<file path="src/rtl/mem_arbiter.sv">
// mem_arbiter: shares one memory unit between the traversal engine (port T)
// and the execute engine (port E). One pending request is buffered per port;
// accesses are issued one at a time and completions are routed back only to
// the port that owns the in-flight access.
// Optional feature: define MEM_ARB_ROUND_RR_EN for round-robin arbitration;
// otherwise E has fixed priority over T.

`ifndef MEMORY_ADDR_WIDTH
`define MEMORY_ADDR_WIDTH 16
`endif
`ifndef MEMORY_DATA_WIDTH
`define MEMORY_DATA_WIDTH 16
`endif

module mem_arbiter #(
  parameter int ADDR_W = `MEMORY_ADDR_WIDTH,
  parameter int DATA_W = `MEMORY_DATA_WIDTH
) (
  input  logic              clk,
  input  logic              rst,
  // port T
  input  logic              t_mem_execute,
  input  logic [1:0]        t_mem_func,
  input  logic [ADDR_W-1:0] t_address,
  input  logic [DATA_W-1:0] t_write_data,
  output logic              t_mem_ready,
  output logic [DATA_W-1:0] t_read_data,
  // port E
  input  logic              e_mem_execute,
  input  logic [1:0]        e_mem_func,
  input  logic [ADDR_W-1:0] e_address,
  input  logic [DATA_W-1:0] e_write_data,
  output logic              e_mem_ready,
  output logic [DATA_W-1:0] e_read_data,
  output logic [ADDR_W-1:0] t_free_addr,
  output logic [ADDR_W-1:0] e_free_addr,
  // memory unit side
  output logic              mem_execute,
  output logic [1:0]        mem_func,
  output logic [ADDR_W-1:0] address,
  output logic [DATA_W-1:0] write_data,
  input  logic              mem_ready,
  input  logic [DATA_W-1:0] read_data,
  input  logic [ADDR_W-1:0] free_addr,
  output logic              busy,
  output logic [1:0]        arb_error
);

  typedef enum logic [1:0] {StIdle, StIssue, StWait, StDone} state_t;

  state_t state;
  logic   owner;       // 0 = T, 1 = E
  logic   last_grant;  // 0 = T, 1 = E

  // Per-port request slots
  logic              t_exec_q, e_exec_q;
  logic              t_valid, e_valid;
  logic [1:0]        t_func, e_func;
  logic [ADDR_W-1:0] t_addr, e_addr;
  logic [DATA_W-1:0] t_wdata, e_wdata;

  logic t_rise, e_rise, t_clear, e_clear, t_cap, e_cap, t_ovf, e_ovf;
  logic t_avail, e_avail, pick_e;
  logic [1:0]        t_sel_func, e_sel_func;
  logic [ADDR_W-1:0] t_sel_addr, e_sel_addr;
  logic [DATA_W-1:0] t_sel_wdata, e_sel_wdata;

  // Request edge detection, capture/overflow decisions and winner selection
  always_comb begin
    t_rise  = t_mem_execute & ~t_exec_q;
    e_rise  = e_mem_execute & ~e_exec_q;
    // A slot being released this edge is free for a new capture
    t_clear = (state == StDone) & ~owner;
    e_clear = (state == StDone) & owner;
    t_cap   = t_rise & (~t_valid | t_clear);
    e_cap   = e_rise & (~e_valid | e_clear);
    t_ovf   = t_rise & t_valid & ~t_clear;
    e_ovf   = e_rise & e_valid & ~e_clear;
    // A request arriving this edge is eligible immediately
    t_avail = t_valid | t_cap;
    e_avail = e_valid | e_cap;
    t_sel_func  = t_valid ? t_func  : t_mem_func;
    t_sel_addr  = t_valid ? t_addr  : t_address;
    t_sel_wdata = t_valid ? t_wdata : t_write_data;
    e_sel_func  = e_valid ? e_func  : e_mem_func;
    e_sel_addr  = e_valid ? e_addr  : e_address;
    e_sel_wdata = e_valid ? e_wdata : e_write_data;
`ifdef MEM_ARB_ROUND_RR_EN
    // On contention the port not granted last time wins
    pick_e = e_avail & (~t_avail | ~last_grant);
`else
    pick_e = e_avail;
`endif
  end

  // Slot bookkeeping and sticky overflow flags
  always_ff @(posedge clk or posedge rst) begin
    if (rst) begin
      t_exec_q  <= 1'b0;
      e_exec_q  <= 1'b0;
      t_valid   <= 1'b0;
      e_valid   <= 1'b0;
      t_func    <= '0;
      e_func    <= '0;
      t_addr    <= '0;
      e_addr    <= '0;
      t_wdata   <= '0;
      e_wdata   <= '0;
      arb_error <= 2'b00;
    end else begin
      t_exec_q <= t_mem_execute;
      e_exec_q <= e_mem_execute;
      if (t_cap) begin
        t_valid <= 1'b1;
        t_func  <= t_mem_func;
        t_addr  <= t_address;
        t_wdata <= t_write_data;
      end else if (t_clear) begin
        t_valid <= 1'b0;
      end
      if (e_cap) begin
        e_valid <= 1'b1;
        e_func  <= e_mem_func;
        e_addr  <= e_address;
        e_wdata <= e_write_data;
      end else if (e_clear) begin
        e_valid <= 1'b0;
      end
      arb_error <= arb_error | {e_ovf, t_ovf};
    end
  end

  // Access sequencer: grant, issue one strobe, wait for memory, route completion
  always_ff @(posedge clk or posedge rst) begin
    if (rst) begin
      state       <= StIdle;
      owner       <= 1'b0;
      last_grant  <= 1'b0;
      mem_execute <= 1'b0;
      mem_func    <= '0;
      address     <= '0;
      write_data  <= '0;
      t_mem_ready <= 1'b0;
      e_mem_ready <= 1'b0;
      t_read_data <= '0;
      e_read_data <= '0;
    end else begin
      case (state)
        StIdle: begin
          if (t_avail | e_avail) begin
            owner       <= pick_e;
            last_grant  <= pick_e;
            mem_execute <= 1'b1;
            mem_func    <= pick_e ? e_sel_func  : t_sel_func;
            address     <= pick_e ? e_sel_addr  : t_sel_addr;
            write_data  <= pick_e ? e_sel_wdata : t_sel_wdata;
            state       <= StIssue;
          end
        end
        StIssue: begin
          mem_execute <= 1'b0;
          state       <= StWait;
        end
        StWait: begin
          if (mem_ready) begin
            if (owner) begin
              e_read_data <= read_data;
              e_mem_ready <= 1'b1;
            end else begin
              t_read_data <= read_data;
              t_mem_ready <= 1'b1;
            end
            state <= StDone;
          end
        end
        StDone: begin
          t_mem_ready <= 1'b0;
          e_mem_ready <= 1'b0;
          state       <= StIdle;
        end
        default: state <= StIdle;
      endcase
    end
  end

  assign busy        = (state != StIdle);
  assign t_free_addr = free_addr;
  assign e_free_addr = free_addr;

endmodule

</file>
<file path="config.mk">
export PLATFORM = sky130hd
export DESIGN_NAME = mem_arbiter
export DESIGN_NICKNAME = d
export VERILOG_FILES = /design/src/rtl/mem_arbiter.sv
export SDC_FILE = /design/constraint.sdc
export NUM_CORES = 1
export LEC_CHECK = 0
export CELL_PAD_IN_SITES_DETAIL_PLACEMENT = 2
export CELL_PAD_IN_SITES_GLOBAL_PLACEMENT = 2
export CORE_ASPECT_RATIO = 0.5
export CORE_MARGIN = 1
export CORE_UTILIZATION = 31
export DETAILED_ROUTE_END_ITERATION = 10
export GPL_ROUTABILITY_DRIVEN = 0
export PLACE_DENSITY_LB_ADDON = 0.1
export SYNTH_ARGS = -nofsm -noshare
export SYNTH_HDL_FRONTEND = slang
export SYNTH_SLANG_ARGS = --single-unit
export TNS_END_PERCENT = 50
</file>
<file path="constraint.sdc">
create_clock -name clk -period 6.8 [get_ports clk]
set_input_delay 2.04 -clock clk [delete_from_list [all_inputs] [get_ports clk]]
set_output_delay 2.04 -clock clk [all_outputs]
set_load 0.01 [all_outputs]
</file>
==> results.md <==
- Reg2Reg Depth: 4
- CTS Buf Count: 17
- Setup TNS: 0 ns
- Async SR Flop Fraction: 1.00
- DR iter-0 viols: 121
- Final Net Count: 757
- Static leakage: roughly 4.1 nW
- CTS clk-pin slew, worst paths: 0.06 ns
- Actual slew at the worst max-slew pin: roughly 1.2 ns
- Horizontal die dimension: 215 µm
- DR DRC count: 0
- Routed vias: around 4400
- Die Area: approximately 23000 µm²
- Clock power share: 0.217
- Gate power share: 0.431
- HPWL Detailed: ~12000 µm
- Worst Skew: around 0.007 ns
- Grt ovf: 0
- WP data required: 7.11 ns
- Via density per instance: about 4.6
- Internal power: ~3.0 mW
- Clock sinks: roughly 150
- Mean Syn Cell Area: 13.4 µm²
- Syn nets: ~630
- Mapped Area: 7020 µm²
- CP Depth: 5
- ANT cells: 0
- CTS tree: done
- Crit path launch type: input port
- Starting Density: 0.320
- Switching Share: 0.320
- Area leader, netlist: dfrtp_1
- Critical path cell sequence: clkdlybuf4s50_1, nor2b_1, nor2b_4, buf_4, mux2_4
- Root Buffer: clkbuf_16
- PD cells: between 400 and 500 nW/µm²
- Ys flop type: dfrtp_1
- CP Max Fanout: 22
- Port Buffers: 160
- Top Family by Delay on Critical Path: simple AND/OR/NAND/NOR gates
- Top-count cell post-synth: dfrtp_1
- Core Util, Final: 0.421
- Peak VDD IR: 0.000202 V
- Worst setup EP type: flop
- Row count: 38
- # setup viols final: 0
- Synth top area share: 0.520
- Area Growth Syn to Fin: 31.5%
- Max Slew Vio Count: 0
- P_sw: 1.42 mW
- Crit-path slowest cell: nor2b_4
- Hold-fix buffers, CTS: 0
- Tmin final: 4.36 ns
- Post-synth EDFFs: 0
- Most instantiated cells after synthesis: dfrtp_1 (146), mux2_2 (94), mux2i_1 (69)
- Worst hold slack: 0.478 ns
- CP max stage delay: 0.89 ns
- Antenna violations before repair: 1
- Largest net degree at the start of global routing: 58
- Worst relative slew slack: 0.187
- Warnings from Yosys: 0
- Post-synthesis sequential area ratio: 0.520
- I/O pins: 209
- WS Path Type: in -> reg
- PostCTS Resize Cnt: 0
- H-Tree Depth: 4
- Vias in the first global route: 5048
- Final antenna-violating net count: 0
- Syn Inst Count: 523
- Synthesized flop and latch total: 146
- First-pass GRT wire length: 28900 µm
- Buf/Inv on CP: 2
- Part of the cycle the worst path needs: 0.642
- Synth area leaders: dfrtp_1 (52%), mux2_2 (15%), mux2i_1 (9.8%)
- Wirelength, routed: between 15000 and 20000 µm
- Critical path arrival: 4.67 ns
- Fmax: 229 MHz
- WL/cell: 19.1 µm
- Share of post-route cells with drive strength above 1: 0.255
- Max Buffers Root-to-Sink: 2
- Hold Path Stages: 1
- Total power: about 4.4 mW
- RSZ-0062 raised after global routing: no
- Clk_lat worst skew: 0.43 ns
- Hold crit path type: reg -> reg
- GRT Total Usage: 0.167
- Final hold viol count: 0
- Flop pwr share: 0.352
- Core Box Area: 21900 µm²
- MaxCap Viol Count: 0
- Initial DRT Pass Iterations: 3
- Distinct cells, synth: 29
- Outcome: complete, no violations
- Setup bufs post-CTS: 0
- Die Y-Extent: approximately 110 µm
cells in the final DEF (no fill, tap or decap), types with 7 or more instances in the layout:
cell type | netlist | final
clkbuf_16 | 0 | 17
clkbuf_8 | 0 | 7
clkdlybuf4s50_1 | 0 | 160
dfrtp_1 | 146 | 144
inv_1 | 8 | 7
mux2_1 | 11 | 11
mux2_2 | 94 | 94
mux2_4 | 30 | 30
mux2i_1 | 69 | 69
nand2_1 | 39 | 39
o21ai_0 | 34 | 34
final timing paths:
check,startpoint,to,slack [ns]
max,e_mem_execute,e_addr[1],2.44
min,arb_error[1],arb_error[1],0.48
max reg2reg,e_exec_q,e_addr[1],4.20
min reg2reg,arb_error[1],arb_error[1],0.48
max in group asynchronous,rst,address[15],3.58
min in group asynchronous,rst,t_read_data[2],2.04
stage by stage:
step                      cell area (µm²)  cells  setup slack, ns
after floorplan                      7020    523            0.837
after global placement               8630    928             2.03
after detailed placement             8630    928             1.94
after CTS                            9230    958             2.41
after global routing                 9230    958             2.28
final                                9230    958             2.44
power groups by stage:
stage	sequential, mW	combinational, mW	clock [mW]
after floorplan	1.59	1.18	0
after global placement	1.56	1.91	0
after detailed placement	1.58	1.95	0
after CTS	1.57	1.96	1.00
after global routing	1.62	2.10	1.03
final	1.56	1.92	0.964
cell families after synthesis:
family | Yosys count | synth area share
buffers and inverters | 70 | 0.0684
adder cells (fa/ha/maj) | 5 | 0.00891
AND/OR/NAND/NOR | 51 | 0.0316
flip-flops | 146 | 0.520
AO/OA/AOI/OAI | 47 | 0.0396
multiplexers | 204 | 0.331
layer usage:
layer  part of all wire  GRT usage  up-vias
li1                   -          -     2034
met1               0.46      0.202     2280
met2               0.45      0.262      102
met3              0.075     0.0726       21
met4              0.013     0.0668        2
met5            0.00060          0        -
sequential cells by signal, summed over array words and instances (netlist names):
signal and cells:
e_func 2, e_read_data 16, e_wdata 16, t_mem_ready 1
t_wdata 16, e_mem_ready 1, t_read_data 16, mem_execute 1
t_addr 16, e_exec_q 1, t_exec_q 1, owner 1
mem_func 2, e_valid 1, write_data 16, e_addr 16
arb_error 2, state 2, address 16, t_valid 1
t_func 2
layout make-up:
cell class                      instances  area [µm²]
Fill cell                            2206       12700
Sequential cell                       146        3660
Multi-Input combinational cell        307        2900
Timing Repair Buffer                  167        1670
Clock buffer                           26         529
Tap cell                              300         375
Clock inverter                          4        70.1
Inverter                                8        35.0
No activity file was read; power rests on OpenSTA's default activity.
